$ cat config.mk
export PLATFORM = sky130hd
export DESIGN_NAME = dmem_arbiter
export DESIGN_NICKNAME = d
export VERILOG_FILES = /design/src/rtl/dmem_arb_pkg.sv /design/src/rtl/dmem_arb_pick.sv /design/src/rtl/dmem_arbiter.sv
export SDC_FILE = /design/constraint.sdc
export NUM_CORES = 1
export LEC_CHECK = 0
export ABC_AREA = 1
export CORE_AREA = 2 2 118 120
export CTS_CLUSTER_SIZE = 8
export DETAILED_ROUTE_END_ITERATION = 8
export DIE_AREA = 0 0 120 122
export PLACE_DENSITY_LB_ADDON = 0.05
export SYNTH_ARGS = -nofsm -noshare
export SYNTH_HDL_FRONTEND = slang
export SYNTH_SLANG_ARGS = --single-unit
$ cat constraint.sdc
create_clock -name clk_i -period 2.2 [get_ports clk_i]
set_input_delay 0.22 -clock clk_i [delete_from_list [all_inputs] [get_ports clk_i]]
set_output_delay 0.22 -clock clk_i [all_outputs]
set_load 0.02 [all_outputs]
$ cat src/rtl/dmem_arb_pkg.sv
// ----------------------------------------------------------------------------
// dmem_arb_pkg
// Shared types and defaults for the data-RAM arbiter.
//   owner_t           : which master owns a RAM slot / pending read data
//   DEFAULT_MAX_BURST : default cap on locked DMA grants while the CPU waits
//   cnt_w()           : width of a counter that must hold 0..max inclusive
// ----------------------------------------------------------------------------
package dmem_arb_pkg;

    typedef enum logic [1:0] {
        OWN_NONE = 2'd0,
        OWN_CPU  = 2'd1,
        OWN_DMA  = 2'd2
    } owner_t;

    localparam int DEFAULT_MAX_BURST = 8;

    function automatic int cnt_w(input int max_val);
        return (max_val < 1) ? 1 : $clog2(max_val + 1);
    endfunction

endpackage

$ cat src/rtl/dmem_arb_pick.sv
// ----------------------------------------------------------------------------
// dmem_arb_pick
// Combinational winner select for the shared data-RAM port.
// Ports:
//   cpu_elig_i  : CPU request that is not waiting on its own read data
//   dma_req_i   : DMA request
//   lock_act_i  : DMA held dma_lock on its previous grant and still holds it
//   burst_cnt_i : locked DMA grants issued while the CPU has been waiting
//   rr_last_i   : master granted most recently
//   win_o       : owner of this cycle's RAM slot
// Build option: ARB_ROUND_ROBIN_EN selects alternating priority on unlocked
// conflicts; otherwise the CPU always wins an unlocked conflict.
// ----------------------------------------------------------------------------
module dmem_arb_pick import dmem_arb_pkg::*; #(
    parameter int MAX_BURST = DEFAULT_MAX_BURST,
    parameter int CW        = cnt_w(MAX_BURST)
) (
    input  logic          cpu_elig_i,
    input  logic          dma_req_i,
    input  logic          lock_act_i,
    input  logic [CW-1:0] burst_cnt_i,
    input  owner_t        rr_last_i,
    output owner_t        win_o
);

    localparam logic [CW-1:0] MAXC = CW'(MAX_BURST);

`ifndef ARB_ROUND_ROBIN_EN
    // Fixed priority never consults the round-robin history.
    logic unused_rr;
    assign unused_rr = ^rr_last_i;
`endif

    always_comb begin
        win_o = OWN_NONE;
        // A locked burst keeps the port until it has starved the CPU MAX_BURST times.
        if (dma_req_i && lock_act_i && (burst_cnt_i < MAXC)) begin
            win_o = OWN_DMA;
        end else if (cpu_elig_i && dma_req_i) begin
`ifdef ARB_ROUND_ROBIN_EN
            win_o = (rr_last_i == OWN_CPU) ? OWN_DMA : OWN_CPU;
`else
            win_o = OWN_CPU;
`endif
        end else if (cpu_elig_i) begin
            win_o = OWN_CPU;
        end else if (dma_req_i) begin
            win_o = OWN_DMA;
        end
    end

endmodule

$ cat src/rtl/dmem_arbiter.sv
// ----------------------------------------------------------------------------
// dmem_arbiter
// Shares one synchronous data-RAM port between the CPU core and a DMA /
// display-fetch master. One access per cycle, read data one cycle later.
// Ports:
//   clk_i, reset_i            : clock, synchronous active-high reset
//   cpu_req/we/addr/wdata_i   : CPU access (request held until completion)
//   cpu_rdata_o, cpu_rvalid_o : CPU load data, valid one cycle after grant
//   cpu_stall_o               : core Stall (freeze PC/regfile this cycle)
//   dma_req/we/lock/addr/wdata_i : DMA access, lock asks for a burst
//   dma_gnt_o                 : DMA access issued this cycle
//   dma_rdata_o, dma_rvalid_o : DMA read data, valid one cycle after grant
//   ram_en/we/addr/wdata_o    : RAM port (word address), ram_rdata_i back
// Build option: ARB_ROUND_ROBIN_EN (see dmem_arb_pick).
// ----------------------------------------------------------------------------
module dmem_arbiter import dmem_arb_pkg::*; #(
    parameter int AW        = 32,
    parameter int DW        = 32,
    parameter int MAX_BURST = DEFAULT_MAX_BURST
) (
    input  logic          clk_i,
    input  logic          reset_i,
    input  logic          cpu_req_i,
    input  logic          cpu_we_i,
    input  logic [AW-1:0] cpu_addr_i,
    input  logic [DW-1:0] cpu_wdata_i,
    output logic [DW-1:0] cpu_rdata_o,
    output logic          cpu_rvalid_o,
    output logic          cpu_stall_o,
    input  logic          dma_req_i,
    input  logic          dma_we_i,
    input  logic          dma_lock_i,
    input  logic [AW-1:0] dma_addr_i,
    input  logic [DW-1:0] dma_wdata_i,
    output logic          dma_gnt_o,
    output logic [DW-1:0] dma_rdata_o,
    output logic          dma_rvalid_o,
    output logic          ram_en_o,
    output logic          ram_we_o,
    output logic [AW-3:0] ram_addr_o,
    output logic [DW-1:0] ram_wdata_o,
    input  logic [DW-1:0] ram_rdata_i
);

    localparam int            CW   = cnt_w(MAX_BURST);
    localparam logic [CW-1:0] MAXC = CW'(MAX_BURST);

    logic          cpu_pend_q, cpu_pend_d;
    owner_t        rd_owner_q, rd_owner_d;
    logic [CW-1:0] burst_cnt_q, burst_cnt_d;
    owner_t        rr_last_q, rr_last_d;
    logic          lock_q, lock_d;

    owner_t pick_win, win;
    logic   cpu_elig, cpu_gnt, dma_gnt;

    // Byte-lane bits play no part in a word-addressed RAM.
    logic unused_lsb;
    assign unused_lsb = ^{cpu_addr_i[1:0], dma_addr_i[1:0]};

    assign cpu_elig = cpu_req_i & ~cpu_pend_q;

    dmem_arb_pick #(
        .MAX_BURST (MAX_BURST),
        .CW        (CW)
    ) u_pick (
        .cpu_elig_i  (cpu_elig),
        .dma_req_i   (dma_req_i),
        .lock_act_i  (lock_q & dma_lock_i),
        .burst_cnt_i (burst_cnt_q),
        .rr_last_i   (rr_last_q),
        .win_o       (pick_win)
    );

    // Nothing is issued to the RAM while reset is asserted.
    assign win     = reset_i ? OWN_NONE : pick_win;
    assign cpu_gnt = (win == OWN_CPU);
    assign dma_gnt = (win == OWN_DMA);

    always_comb begin
        ram_en_o    = 1'b0;
        ram_we_o    = 1'b0;
        ram_addr_o  = '0;
        ram_wdata_o = '0;
        if (cpu_gnt) begin
            ram_en_o    = 1'b1;
            ram_we_o    = cpu_we_i;
            ram_addr_o  = cpu_addr_i[AW-1:2];
            ram_wdata_o = cpu_wdata_i;
        end else if (dma_gnt) begin
            ram_en_o    = 1'b1;
            ram_we_o    = dma_we_i;
            ram_addr_o  = dma_addr_i[AW-1:2];
            ram_wdata_o = dma_wdata_i;
        end
    end

    assign dma_gnt_o    = dma_gnt;
    assign cpu_rvalid_o = ~reset_i & (rd_owner_q == OWN_CPU);
    assign dma_rvalid_o = ~reset_i & (rd_owner_q == OWN_DMA);
    assign cpu_rdata_o  = cpu_rvalid_o ? ram_rdata_i : '0;
    assign dma_rdata_o  = dma_rvalid_o ? ram_rdata_i : '0;
    assign cpu_stall_o  = ~reset_i & cpu_req_i & ~(cpu_gnt & cpu_we_i) & ~cpu_rvalid_o;

    always_comb begin
        cpu_pend_d = cpu_gnt & ~cpu_we_i;
        rd_owner_d = OWN_NONE;
        if (cpu_gnt && !cpu_we_i)      rd_owner_d = OWN_CPU;
        else if (dma_gnt && !dma_we_i) rd_owner_d = OWN_DMA;
        lock_d      = dma_gnt & dma_lock_i;
        rr_last_d   = (win != OWN_NONE) ? win : rr_last_q;
        burst_cnt_d = burst_cnt_q;
        // Only DMA beats that actually starve an eligible CPU count toward the cap.
        if (cpu_gnt || !dma_lock_i)
            burst_cnt_d = '0;
        else if (dma_gnt && cpu_elig && (burst_cnt_q < MAXC))
            burst_cnt_d = burst_cnt_q + CW'(1);
    end

    always_ff @(posedge clk_i) begin
        if (reset_i) begin
            cpu_pend_q  <= 1'b0;
            rd_owner_q  <= OWN_NONE;
            burst_cnt_q <= '0;
            rr_last_q   <= OWN_DMA;
            lock_q      <= 1'b0;
        end else begin
            cpu_pend_q  <= cpu_pend_d;
            rd_owner_q  <= rd_owner_d;
            burst_cnt_q <= burst_cnt_d;
            rr_last_q   <= rr_last_d;
            lock_q      <= lock_d;
        end
    end

endmodule

==> results.md <==
- Outcome: completed
- Core outline area: 13500 µm²
- Number of vias in the routed layout: 3382
- Count of state elements after synthesis: 7
- Launch point of the worst reg-to-reg path: burst_cnt_q[3]$_SDFFE_PP0P_
- Relative slew margins: 82.5%
- Final hold slack: 0.327 ns
- Number of antenna violations at the first check in global routing: 0
- Number of inserted diodes: 0
- Area occupied by multi-input gates: 1300 µm²
- Worst EP arrival: 1.87 ns
- Antenna violation net count after detailed routing: 0
- Unrepaired setup endpoints after global routing: true
- Remaining DRCs: 0
- Most frequent CP cell: inv_1
- Fin Clk Skew: 0.000227 ns
- Floorplan die height: 122 µm
- Critical Path Slowest Stage Cell: dfxtp_1
- Fmax: 478 MHz
- Hold path endpoint: lock_q$_SDFF_PP0_
- Launch point of the worst hold path: dma_lock_i
- Combined buffer and inverter count along the critical path: 4
- Overflow left after global routing: 0
- Inserted Clock Buffers: 3
- Time the final worst path needs with I/O delays and setup: 2.09 ns
- Highest net fanout along the worst path: 9
- Logic depth of the worst path, buffers included: 9
- Number of I/O port buffers: 294
- Crit end category: output pin
- First DRT Iteration DRCs: 75
- H-tree lvl count: 1
- Total Nets Final: 854
- Final hold violations: 0
- Register area: 140 µm²
- Die Outline Area: 14600 µm²
- Actual transition at the worst max-transition pin: 0.262 ns
- Clock Tree Root: clkbuf_16
- Number of clock sinks seen by CTS: 7
- Final setup violating endpoints: 0
- Number of search-and-repair iterations in the first detailed-routing pass: 4
- Half-perimeter wire length after placement: 9570 µm
- Worst Reg2Reg Path Length in Cells: 12
- Wirelength, routed: 11600 µm
- Clock latency on the worst-skew pair: 0.23 ns
- Post-Synthesis Cells: 375
- Syn Nets: 545
- Share of the cycle needed by the critical path after routing: 95.1%
- Peak per-stage delay on the critical path: 0.32 ns
- Start-to-end type of the worst setup path: reg -> out
- Worst min-delay path class: in -> reg
- Netlist cell types: 20
- Area of the mapped netlist: 1780 µm²
- Num ports: 299
- Synth-to-Final Area Change: 189%
- Fill cell instance count of the final layout: 1508
- Slew Limit Fails: 0
- Number of standard-cell rows in the floorplan: 43
- Hold-critical path depth: 3
- Vias in the first global route: 3300
- Synth Warn #: 0
- X dimension of the die: 120 µm
- Largest delay contributor family on the critical path: buffers and inverters
- CTS tree: yes
- Required time at the worst-slack endpoint: 1.98 ns
- Placer congestion estimate: 0.778
- Global-route wire length before repair: 16700 µm
- Critical path, cell by cell: inv_1, nand4_1, nand3_1, inv_1, ha_4, clkinv_8, o211ai_1, nor2_1, clkdlybuf4s15_2
- Initial standard-cell utilization of the core: 13.2%
- Power density normalized to cell area: 238 nW/µm²
- Worst setup slack for register-to-register paths: 0.26 ns
- Number of vias per cell after detailed routing: 3.92
- Final cell utilization of the core: 38.2%
- Static leakage: 3.11 nW
- CP Launch Type: register
- Avg Cell Area, Syn: 4.75 µm²
- Fraction of the yosys area taken by sequential cells: 7.86%
- Post-DR wirelength/cell: 13.5 µm
- R2R Path End: burst_cnt_q[1]$_SDFFE_PP0P_
- Largest net degree at the start of global routing: 34
- Number of violations of the max-capacitance limit: 0
- Aggregate global-route resource usage: 14.3%
- Share of post-route cells with drive strength above 1: 17.6%
- Maximum clock path buffer count: 2
- Clock slew at reported path FFs: 0.04 ns
- Worst IR Drop VDD: 0.235 mV
[layer usage]
layer	GRT usage, %	share of wire (%)	vias up
met1	14.0	34	1444
met2	29.2	55	172
li1	-	-	1752
met4	3.09	1.7	0
met5	0	0	-
met3	4.07	9.7	14
[where the power goes]
part           internal, mW  switching [mW]
Combinational         0.442           0.340
Sequential            0.129         0.00113
Clock                 0.242          0.0757
Total                 0.813           0.417
[worst register-to-register path, stage by stage, from the launching register on]
cell	delay, ns
dfxtp_1	0.30
inv_1	0.07
nand4_1	0.14
a21oi_2	0.21
buf_4	0.14
ha_4	0.24
clkbuf_16	0.20
buf_4	0.11
inv_1	0.04
nor2_1	0.09
nand2_1	0.08
o21ai_0	0.15
nor2_1	0.05
[state kept, by name, indices dropped and copies added (netlist names)]
register     count
lock_q           1
cpu_pend_q       1
rd_owner_q       1
burst_cnt_q      4
[kinds of logic (layout without fill, tap and decap cells)]
kind of cell             Yosys count  in the layout  synth area share [%]
buffers and inverters             76            384                  21.4
AND/OR/NAND/NOR                  282            282                  66.5
AO/OA/AOI/OAI                      7              7                  2.10
flip-flops                         7              7                  7.86
adder cells (fa/ha/maj)            3              3                  2.11
[layout make-up]
type | count | share of cell area [%]
clock buffers | 4 | 1.53
inverters | 49 | 3.81
multi-input cells | 292 | 25.1
flip-flops and latches | 7 | 2.72
well taps | 180 | 4.36
repair buffers | 331 | 62.4
[worst max path at each step]
| stage | slack (ns) | startpoint | to |
|---|---|---|---|
| floorplan | 0.31 | cpu_pend_q$_SDFF_PP0_ | ram_addr_o[15] |
| global placement | -0.48 | dma_lock_i | ram_wdata_o[27] |
| detailed placement | -0.51 | dma_lock_i | ram_wdata_o[27] |
| CTS | -0.06 | cpu_req_i | ram_addr_o[8] |
| global route | -0.03 | burst_cnt_q[3]$_SDFFE_PP0P_ | cpu_stall_o |
| finish | 0.11 | burst_cnt_q[3]$_SDFFE_PP0P_ | cpu_stall_o |
[Yosys cell counts (all sizes together)]
| cell | n | area [µm²] |
|---|---|---|
| a21oi | 2 | 10.0 |
| buf | 22 | 179 |
| clkbuf | 5 | 18.8 |
| dfxtp | 7 | 140 |
| ha | 3 | 37.5 |
| inv | 49 | 184 |
| nand2 | 137 | 522 |
| nand3 | 67 | 348 |
| nand4 | 1 | 6.26 |
| nor2 | 73 | 279 |
| nor3 | 4 | 31.3 |
| o211ai | 1 | 7.51 |
| o21ai | 4 | 20.0 |
[metrics by stage]
step	TNS [ns]	cells	area, µm²	total power, mW	setup WS (ns)
after global routing	-0.0282	863	5160	1.31	-0.0282
after global placement	-27.17	853	5040	0.928	-0.481
after CTS	-0.449	860	5130	1.24	-0.0578
final	0	863	5160	1.23	0.109
after detailed placement	-28.26	853	5040	0.927	-0.511
after floorplan	0	375	1780	0.410	0.314
[cell usage in the layout (no fill, tap or decap), types with 4 or more instances in the layout]
cell type,netlist,layout
buf_12,0,7
dfxtp_1,7,7
buf_4,0,22
buf_8,0,4
dlymetal6s2s_1,0,32
inv_1,45,44
clkbuf_16,0,5
inv_2,4,4
buf_2,11,55
clkdlybuf4s50_1,0,196
nor2_1,71,70
buf_6,11,7
nand2_1,136,134
nand3_1,66,66
[timing repair]
| action | 4_1_cts | 5_1_grt |
|---|---|---|
| hold buffers | 0 | 0 |
| pin swaps | 1 | 4 |
| cloned | 2 | 2 |
| resized for setup | 237 | 87 |
| buffers inserted | 1 | 2 |
| endpoints found under the setup margin | 65 | 93 |
| endpoints found under the hold margin | 0 | 0 |
Note: power is estimated with default switching activity, not from simulation.
